[config.mk]
export PLATFORM = sky130hd
export DESIGN_NAME = ingress_writer
export DESIGN_NICKNAME = d
export VERILOG_FILES = /design/src/rtl/ingress_writer.sv
export SDC_FILE = /design/constraint.sdc
export NUM_CORES = 1
export LEC_CHECK = 0
export ABC_AREA = 1
export CAP_MARGIN = 5
export CORE_AREA = 2 2 256 258
export CTS_CLUSTER_SIZE = 12
export DETAILED_ROUTE_END_ITERATION = 6
export DIE_AREA = 0 0 258 260
export PLACE_DENSITY = 0.7
export RECOVER_POWER = 100
export SETUP_SLACK_MARGIN = 0.15
export SLEW_MARGIN = 10
export SYNTH_ARGS = -nofsm -noshare
export SYNTH_HDL_FRONTEND = slang
export SYNTH_SLANG_ARGS = --single-unit
[constraint.sdc]
create_clock -name clk -period 21.9 [get_ports clk]
set_input_delay 2.19 -clock clk [delete_from_list [all_inputs] [get_ports clk]]
set_output_delay 2.19 -clock clk [all_outputs]
set_load 0.01 [all_outputs]
[src/rtl/ingress_writer.sv]
// Four independent ports route packets into per-destination input-RAM queues. Writes land one cycle after accept.
// in_ready drops only on a full queue in mid-packet or while reset_rams is set. Define INGRESS_PKT_COUNT_EN for counters.
module ingress_writer #(
  parameter int ADDR_W = 12,
  parameter int DATA_W = 32
) (
  input  logic              clk,
  input  logic              reset,
  input  logic [1:0]        reset_rams,
  input  logic [DATA_W-1:0] in_data          [4],
  input  logic              in_valid         [4],
  output logic              in_ready         [4],
  output logic [DATA_W-1:0] ram_wr_data      [4],
  output logic [ADDR_W-1:0] ram_wr_addr      [4],
  output logic              ram_wren         [4][4],
  output logic [ADDR_W-1:0] input_ram_wr_add [4][4],
  output logic [15:0]       pkt_count        [4],
  output logic [15:0]       drop_count       [4]
);
  typedef enum logic [1:0] {IDLE, PAYLOAD, DROP} state_t;
  localparam logic [ADDR_W-1:0] FULL_CNT = '1;

  state_t            state     [4];
  logic [1:0]        dst       [4];
  logic [ADDR_W-1:0] next_addr [4][4];
  logic              full      [4][4];
  logic              accept    [4];
  logic              nonzero   [4];
  logic [1:0]        hdr_dst   [4];
  logic              clr;

  assign clr = |reset_rams;

  // Occupancy counts the write still in flight, so back-to-back words get consecutive addresses.
  always_comb begin
    for (int i = 0; i < 4; i++) begin
      for (int d = 0; d < 4; d++) begin
        next_addr[i][d] = input_ram_wr_add[i][d] + {{(ADDR_W-1){1'b0}}, ram_wren[i][d]};
        full[i][d]      = (next_addr[i][d] == FULL_CNT);
      end
      nonzero[i]  = |in_data[i];
      hdr_dst[i]  = in_data[i][1:0];
      in_ready[i] = !clr && !(state[i] == PAYLOAD && full[i][dst[i]]);
      accept[i]   = in_valid[i] && in_ready[i];
    end
  end

  always_ff @(posedge clk or posedge reset) begin
    if (reset) begin
      for (int i = 0; i < 4; i++) begin
        state[i]       <= IDLE;
        dst[i]         <= '0;
        ram_wr_data[i] <= '0;
        ram_wr_addr[i] <= '0;
        for (int d = 0; d < 4; d++) begin
          ram_wren[i][d]         <= 1'b0;
          input_ram_wr_add[i][d] <= '0;
        end
      end
    end else if (clr) begin
      for (int i = 0; i < 4; i++) begin
        state[i]       <= IDLE;
        dst[i]         <= '0;
        ram_wr_data[i] <= '0;
        ram_wr_addr[i] <= '0;
        for (int d = 0; d < 4; d++) begin
          ram_wren[i][d]         <= 1'b0;
          input_ram_wr_add[i][d] <= '0;
        end
      end
    end else begin
      for (int i = 0; i < 4; i++) begin
        for (int d = 0; d < 4; d++) begin
          ram_wren[i][d] <= 1'b0;
          if (ram_wren[i][d])
            input_ram_wr_add[i][d] <= input_ram_wr_add[i][d] + ADDR_W'(1);
        end
        if (accept[i]) begin
          case (state[i])
            IDLE: begin
              if (nonzero[i]) begin
                if (full[i][hdr_dst[i]]) begin
                  state[i] <= DROP;
                end else begin
                  state[i]                   <= PAYLOAD;
                  dst[i]                     <= hdr_dst[i];
                  ram_wren[i][hdr_dst[i]]    <= 1'b1;
                  ram_wr_data[i]             <= in_data[i];
                  ram_wr_addr[i]             <= next_addr[i][hdr_dst[i]];
                end
              end
            end
            PAYLOAD: begin
              ram_wren[i][dst[i]] <= 1'b1;
              ram_wr_data[i]      <= in_data[i];
              ram_wr_addr[i]      <= next_addr[i][dst[i]];
              if (!nonzero[i]) state[i] <= IDLE;
            end
            DROP: begin
              if (!nonzero[i]) state[i] <= IDLE;
            end
            default: state[i] <= IDLE;
          endcase
        end
      end
    end
  end

`ifdef INGRESS_PKT_COUNT_EN
  logic term_wr    [4];
  logic drop_entry [4];

  always_comb begin
    for (int i = 0; i < 4; i++) begin
      term_wr[i]    = (ram_wren[i][0] | ram_wren[i][1] | ram_wren[i][2] | ram_wren[i][3])
                      && (ram_wr_data[i] == '0);
      drop_entry[i] = accept[i] && (state[i] == IDLE) && nonzero[i] && full[i][hdr_dst[i]];
    end
  end

  always_ff @(posedge clk or posedge reset) begin
    if (reset) begin
      for (int i = 0; i < 4; i++) begin
        pkt_count[i]  <= '0;
        drop_count[i] <= '0;
      end
    end else if (clr) begin
      for (int i = 0; i < 4; i++) begin
        pkt_count[i]  <= '0;
        drop_count[i] <= '0;
      end
    end else begin
      for (int i = 0; i < 4; i++) begin
        if (term_wr[i] && pkt_count[i] != 16'hFFFF)     pkt_count[i]  <= pkt_count[i] + 16'd1;
        if (drop_entry[i] && drop_count[i] != 16'hFFFF) drop_count[i] <= drop_count[i] + 16'd1;
      end
    end
  end
`else
  always_comb begin
    for (int i = 0; i < 4; i++) begin
      pkt_count[i]  = '0;
      drop_count[i] = '0;
    end
  end
`endif

endmodule

== Word-level counts from Yosys, hierarchy flattened ==
Index checks and enable logic that the tools add are counted.

* Bits in registers: 400
* Bits in latches: 0
* Bits in writable memories: 0
* Memory bits (read-only): 0
* Input port bits: 136
* Output and inout port bits: 516
* Word-level logic and storage cells: 396
* Memories: 0

* $add $sub $neg: 32
* $mul: 0
* Div/mod/pow operators: 0
* $lt $le $gt $ge: 16
* Equal/unequal tests: 40
* Shift operators: 0
* Multiplexer cells: 170
* Bitwise gates (word level): 8
* Reductions and logical operators: 82

{| class="wikitable"
|+ Operators by type and width
! operator !! count
|-
| $mux 12 || 44
|-
| $mux 32 || 12
|-
| $pmux 32 s2 || 4
|-
| $add 12x1->12 || 16
|-
| $add 12x1->12 const B || 16
|-
| $bmux 12 s2 || 8
|-
| $eq 12x12->1 const B || 16
|-
| $mux 192 || 1
|-
| $mux 128 || 1
|-
| $reduce_or 32->1 || 4
|-
| $pmux 12 s2 || 4
|-
| $mux 2 || 32
|-
| $reduce_bool 2->1 || 28
|-
| $mux 4 || 12
|-
| $mux 48 || 1
|-
| $pmux 4 s2 || 4
|-
| $reduce_and 4->1 || 8
|-
| $ge 3x3->1 const B || 8
|-
| $lt 3x1->1 const B || 8
|-
| $mux 1 || 24
|-
| $ne 3x3->1 const B || 8
|-
| $not 2->3 || 8
|-
| $logic_and 1x1->1 || 20
|-
| $bmux 1 s2 || 8
|-
| other kinds (13) || 53
|}

== Logic depth before layout (Yosys ltp) ==
Gate-level depths: netlist of the first run.

* Depth after elaboration: 11
* Mapped depth: 19
* Depth with buffers taken out: 18

== Least setup slack after synthesis of the first run ==
OpenSTA, ideal clock, no wires.

* Path kind: input to output
* From: in reset_rams[1]
* To: out in_ready[1] (netlist bit)
* Arrival: 3297 ps
* Data required time: 19710 ps
* Path slack: 16413 ps
* Stages on the path: 5
* Buffers on the path: 2
* Path through: nor2_1 clkinv_1 clkbuf_1 clkbuf_1 nor2_1

{| class="wikitable"
|+ RTL lines
! what !! RTL line !! text
|-
| from (decl) || 9 || <nowiki>input logic [1:0] reset_rams,</nowiki>
|-
| to (decl) || 12 || <nowiki>output logic in_ready [4],</nowiki>
|}

==> impl_metrics.yaml, run 1 <==
placed_design:
  gp_congestion: 0.9789
  port_buffers: 523
  dp.final_hpwl_um: 75960
critical_path:
  reg2regPathDepth: 14
  crit_slowest_cell: "clkinvlp_2"
  critical_path.n_buffers_inverters: 4
  crit_type: "in -> out"
  critical_path_required_time_ps: 19710
  timing.rr.end: "ram_wr_data[10]"
  critical_path.startpoint_type: "input pin"
  worstReg2RegStart: "ram_wren[3]"
  cp_cell_sequence: "dlygate4sd3_1 -> nor2_1 -> clkinvlp_2 -> clkbuf_1 -> nor2_1 -> dlygate4sd3_1"
  cpLargestDelayFamily: "buffers and inverters"
  critPathCaptureType: "output port"
  critical_path_arrival_ps: 10110
  critical_path_peak_fanout: 72
  setup.reg_to_reg.worst_slack_ps: 12440
  max_stage_delay_ps: 3200
layout:
  drive_above_1_share: 0.02849
  area_delta_synth_final_pct: 24.39
  fillers: 6443
  multi_input_comb_area_um2: 14930
  sequential_cell_area_um2: 10010
  design.final.nets: 4893
detailed_routing:
  postRouteAntennaNets: 0
  drt_first_pass_iters: 6
  detailedRoute.firstIterationViolations: 2655
  wire_per_inst_um: 18.11
  vias_per_cell: 5.374
  detailroute.via_count: 30070
  drc: 0
  finalWirelength_um: 101300
grt:
  grt_overflow: 0
  first_global_vias: 27500
  grt_usage: 0.2898
  grt_antenna_before_repair: 2
  largest_net_degree_at_the_start_of_global_routing: 150
  grt_pass1_wl_um: 157000
pwr:
  comb_power_share: 0.128
  post_route_total_power_mw: 1.799
  sequentialPowerShare: 0.430
  p_leak_nw: 17.49
  netSwitchingPower_uw: 494.5
  fraction_of_power_consumed_by_the_clock_network: 0.442
  power.ir.vdd_worst_mv: 0.05233
  switching_share: 0.2749
  power_report.internal_total_mw: 1.304
  pwr_density_cell_nw_per_um2: 51.49
sta:
  relSlewSlack: -2.550
  slew_at_the_pin_closest_to_its_max_slew_limit_ps: 5296
  final_number_of_max_transition_violations: 1094
  final_hold_viol_count: 0
  finalSetupViolations: 0
  finalCriticalPeriod_ps: 12300
  clock_skew_ps: 18.98
  tns_ps: 0
  final_min_period_over_clock_period: 0.5615
  clock.fmax_mhz: 81.32
  rsz_0062_raised_after_global_routing: "no"
yosys:
  cell_taking_the_most_area_after_synthesis: "dfrtp_1"
  post_synthesis_area_per_instance_um2: 6.632
  synthCells: 4235
  ys_ff_latch: 400
  most_frequent_cell_after_synthesis: "nand2_1"
  synth.yosys.warnings: 0
  portion_of_the_post_synthesis_area_used_by_sequential_elements: 0.3564
  synthFlopType: "dfrtp_1"
  synth_common_cells: "nand2_1 (1,194), inv_1 (526), nor2_1 (523)"
  yosysUniqueCellTypes: 52
  async_flop_share: 1.000
  yosys.area.top_type_share: 0.3564
  synth_edf_count: 0
  post_synthesis_cell_area_um2: 28090
  synth.area.top_cells: "dfrtp_1 (36%), nand2_1 (16%), inv_1 (7.0%)"
clock_network:
  cts_post_setup_buffers_inserted: 0
  cts_hold_buffers: 0
  cts-root-to-sink-buffers: 3
  ctsRootBufferMaster: "clkbuf_16"
  ctsResizeCount: 0
  clock_sinks: 400
  worstSkewPairLatency_ps: 600
  cts-buffers-inserted: 47
  clkSlewWorstSetupHoldPaths_ps: 60
  ctsHtreeMaxLevel: 2
  clock_tree_from_tritoncts: "built"
floorplanning:
  design.die.area_um2: 67080
  die_height_um: 260
  std_cell_rows: 93
  die_x_um: 258
  pin_count: 652
  core-area_um2: 64120
  floorplan.initialDensity: 0.4381
status:
  failed_checks: "capacitance limit, slew limit"
  run_status: "finished with violations"
hold_path:
  min_path_cells: 2
  timing.hold.worst_endpoint: "ram_wr_data[22]"
  worst_hold_launch: "ram_wr_data[22]"
  hold_class: "reg -> reg"
job:
  maxCapViolCount: 20
-- area by class of cell --
class / count / area share
inverters: 534 / 0.05744
flip-flops and latches: 400 / 0.2865
diodes: 2 / 0.0001432
well taps: 855 / 0.03062
clock inverters: 13 / 0.003330
clock buffers: 73 / 0.04083
multi-input cells: 3173 / 0.4273
repair buffers: 545 / 0.1538
-- routing by layer --
layer,up-vias,wire length [um],GRT usage
met1,14090,43430,0.3930
met3,174,8113,0.05828
met5,-,0,0
li1,14620,-,-
met4,0,3227,0.09232
met2,1176,46560,0.4645
-- how the worst max path moves through the flow --
stage | depth (start not counted) | to | startpoint
after floorplan | 1 | dst[0] | reset
after global placement | 6 | in_ready[3] | reset_rams[1]
after detailed placement | 6 | in_ready[3] | reset_rams[1]
after CTS | 6 | in_ready[3] | reset_rams[1]
after global routing | 10 | ram_wr_addr[30] | reset_rams[1]
final | 6 | in_ready[3] | reset_rams[1]
-- layout by cell type (no fill, tap or decap), types with 133 or more instances in the layout --
master	count
clkdlybuf4s50_1	133
o21ai_0	222
dfrtp_1	400
nand4_1	249
nand3_1	250
dlygate4sd3_1	390
inv_1	525
nor2_1	523
a21oi_1	207
nand2_1	1194
-- stage by stage --
step	hold WS [ps]	util	instances	instance area (um2)	worst slack, ps
after floorplan	453.0	-	4362	28560	8586
after global placement	452.6	0.5227	5507	33520	14700
after detailed placement	457.0	0.5227	5507	33520	14610
after CTS	471.9	0.5468	5593	35060	14600
after global routing	478.1	0.5449	5594	34940	9021
final	462.8	0.5449	5595	34940	9603
-- tightest hold or removal path, delay by kind of cell, from the launching register on --
| kind | cells | cell delay, ps |
|---|---|---|
| flops | 1 | 330 |
| simple gates | 2 | 100 |
-- power by group through the flow --
stage               clock, mW  combinational (mW)  sequential (mW)
floorplan                   0               0.132            0.793
global placement            0               0.234            0.787
detailed placement          0               0.234            0.787
CTS                     0.811               0.235            0.774
global route            0.839               0.251            0.776
finish                  0.795               0.230            0.774
-- sequential cells by signal, summed over array words and instances (netlist names) --
name,count
ram_wren,16
input_ram_wr_add,192
state,8
dst,8
ram_wr_data,128
ram_wr_addr,48
-- logic make-up after synthesis --
family / Yosys count / share of synthesized area
buffers and inverters: 789 / 0.1277
flip-flops: 400 / 0.3564
other: 1 / 0.0001335
XOR/XNOR: 19 / 0.005925
AND/OR/NAND/NOR: 2383 / 0.3670
adder cells (fa/ha/maj): 56 / 0.02495
AO/OA/AOI/OAI: 587 / 0.1180
(Power assumes the default switching activity.)
==> run 2, diff against run 1 <==
--- a/config.mk
+++ b/config.mk
@@ -7,11 +7,11 @@
 export LEC_CHECK = 0
 export ABC_AREA = 1
 export CAP_MARGIN = 5
-export CORE_AREA = 2 2 256 258
+export CORE_AREA = 2 2 250 252
 export CTS_CLUSTER_SIZE = 12
 export DETAILED_ROUTE_END_ITERATION = 6
-export DIE_AREA = 0 0 258 260
-export PLACE_DENSITY = 0.7
+export DIE_AREA = 0 0 252 254
+export PLACE_DENSITY = 0.73
 export RECOVER_POWER = 100
 export SETUP_SLACK_MARGIN = 0.15
 export SLEW_MARGIN = 10
==> constraint.sdc (replaced) <==
create_clock -name clk -period 11.8 [get_ports clk]
set_input_delay 1.18 -clock clk [delete_from_list [all_inputs] [get_ports clk]]
set_output_delay 1.18 -clock clk [all_outputs]
set_load 0.01 [all_outputs]
==> run 2 against run 1 <==
Against the previous run:
- the run still ends with capacitance limit, slew limit left
- via count rose by 0.37%
- non-clock buffer count is the same
- first-iteration DRC count is 3.5% lower
- highest routed layer is now met5
==> impl_metrics.yaml, run 2 (synthesized netlist as in run 1, its figures left out) <==
status:
  run_status: "finished with violations"
  failed_checks: "capacitance limit, slew limit"
sta:
  final_min_period_over_clock_period: 0.6991
  clock_skew_ps: 13.71
  final_critical_path_setup_slack_ps: 3550
  finalCriticalPeriod_ps: 8250
  relSlewSlack: -1.439
  rsz_0062_raised_after_global_routing: "no"
  finalSetupViolations: 0
  final_number_of_max_transition_violations: 714
  clock.fmax_mhz: 121.2
  slew_at_the_pin_closest_to_its_max_slew_limit_ps: 3659
  final_hold_viol_count: 0
  tns_ps: 0
grt:
  largest_net_degree_at_the_start_of_global_routing: 127
  first_global_vias: 27700
  grt_antenna_before_repair: 2
  grt_overflow: 0
  grt_usage: 0.3056
  grt_pass1_wl_um: 156000
layout:
  mostFrequentLayoutCells: "nand2_1 (1,194), inv_1 (525), nor2_1 (522), dfrtp_1 (400), dlygate4sd3_1 (391)"
  reg_top3: "input_ram_wr_add (192), ram_wr_data (128), ram_wr_addr (48)"
  finish.cell_count_without_fillers: 5524
  fillers: 6012
  top_register: "input_ram_wr_add"
  largest_register_ff_count: 192
  drive_above_1_share: 0.02916
  mostFrequentLayoutCell: "nand2_1"
  design.final.nets: 4892
  final_core_util: 0.5691
  area_delta_synth_final_pct: 24.11
detailed_routing:
  wire_per_inst_um: 18.35
  vias_per_cell: 5.463
  detailroute.via_count: 30180
  detailedRoute.firstIterationViolations: 2561
  finalWirelength_um: 101400
  drc: 0
  drt_first_pass_iters: 7
  postRouteAntennaNets: 0
floorplanning:
  pin_count: 652
  floorplan.initialDensity: 0.4585
  die_height_um: 254
  die_x_um: 252
  design.die.area_um2: 64010
  core-area_um2: 61260
  std_cell_rows: 91
placed_design:
  place.detailed.instances: 5442
  dp.final_hpwl_um: 76400
  port_buffers: 523
  dpl_worst_slack_ps: 6079
  gp_congestion: 1.001
clock_network:
  cts-root-to-sink-buffers: 3
  cts-buffers-inserted: 46
  worstSkewPairLatency_ps: 580
  ctsRootBufferMaster: "clkbuf_16"
  clock_tree_from_tritoncts: "built"
  ctsHtreeMaxLevel: 2
  clock_sinks: 400
  cts_hold_buffers: 0
  clkSlewWorstSetupHoldPaths_ps: 50
  cts_post_setup_buffers_inserted: 0
  ctsResizeCount: 0
critical_path:
  crit_slowest_cell: "clkinvlp_2"
  critical_path.n_buffers_inverters: 4
  critical_path_required_time_ps: 10620
  timing.critical_path.mode_cell: "dlygate4sd3_1"
  max_stage_delay_ps: 2710
  critical_path_arrival_ps: 7070
  cpLargestDelayFamily: "buffers and inverters"
  critical_path_depth: 6
  cp_cell_sequence: "dlygate4sd3_1 -> nor2_4 -> clkinvlp_2 -> buf_4 -> nor2_1 -> dlygate4sd3_1"
  crit_type: "in -> out"
  critical_path.startpoint_type: "input pin"
  critical_path_peak_fanout: 95
  reg2regPathDepth: 15
  critPathCaptureType: "output port"
pwr:
  p_leak_nw: 17.50
  pwr_density_cell_nw_per_um2: 94.96
  power.ir.vdd_worst_mv: 0.1029
hold_path:
  min_path_cells: 2
  hold_class: "reg -> reg"
job:
  maxCapViolCount: 13
==> run 2: cell types whose count changed in the layout (fill, tap and decap cells not counted), moves of 2 or more <==
cell      before  now
clkbuf_1      23   18
nand3_1      250  248
buf_4         11   14
clkbuf_8      11    9
==> run 2: layout make-up <==
type                    count  area (um2)  share of cell area
multi-input cells        3173       14960              0.4291
flip-flops and latches    400       10010              0.2871
repair buffers            545        5386              0.1545
inverters                 534        2007             0.05757
clock buffers              69        1391             0.03991
well taps                 790       988.4             0.02836
clock inverters            12       115.1            0.003302
diodes                      1       2.502          0.00007178
==> run 2: metrics by stage <==
stage / cell area (um2) / power (mW) / hold WS [ps]
global placement: 33430 / 1.898 / 453.0
finish: 34860 / 3.310 / 460.7
global route: 34860 / 3.424 / 478.1
floorplan: 28570 / 1.718 / 453.0
CTS: 34940 / 3.349 / 471.5
detailed placement: 33430 / 1.896 / 457.1
==> run 2: path summary, 6_finish.rpt <==
check                                      from               endpoint  slack (ps)
worst max register to register      ram_wren[9]        ram_wr_data[69]        5770
worst max-delay path              reset_rams[1]            in_ready[3]        3550
max in group asynchronous                 reset  input_ram_wr_add[177]        5990
worst min register to register  ram_wr_data[35]        ram_wr_data[35]         460
min in group asynchronous                 reset        ram_wr_data[76]        1440
worst min-delay path            ram_wr_data[35]        ram_wr_data[35]         460
==> run 2: power by group <==
group	switching (mW)	internal, mW
sequential	0.0281	1.41
combinational	0.270	0.157
clock	0.593	0.853
total	0.891	2.42
==> run 2: layer usage <==
metal	track usage	vias up	wire length (um)
met4	0.1068	2	3536
met1	0.4072	14180	42800
li1	-	14630	-
met2	0.4892	1180	46550
met5	0	-	13
met3	0.06822	187	8485
==> run 2: worst min-delay path, delay by kind of cell (launching register included) <==
family / cells / cell delay, ps
flops: 1 / 340
simple gates: 2 / 90
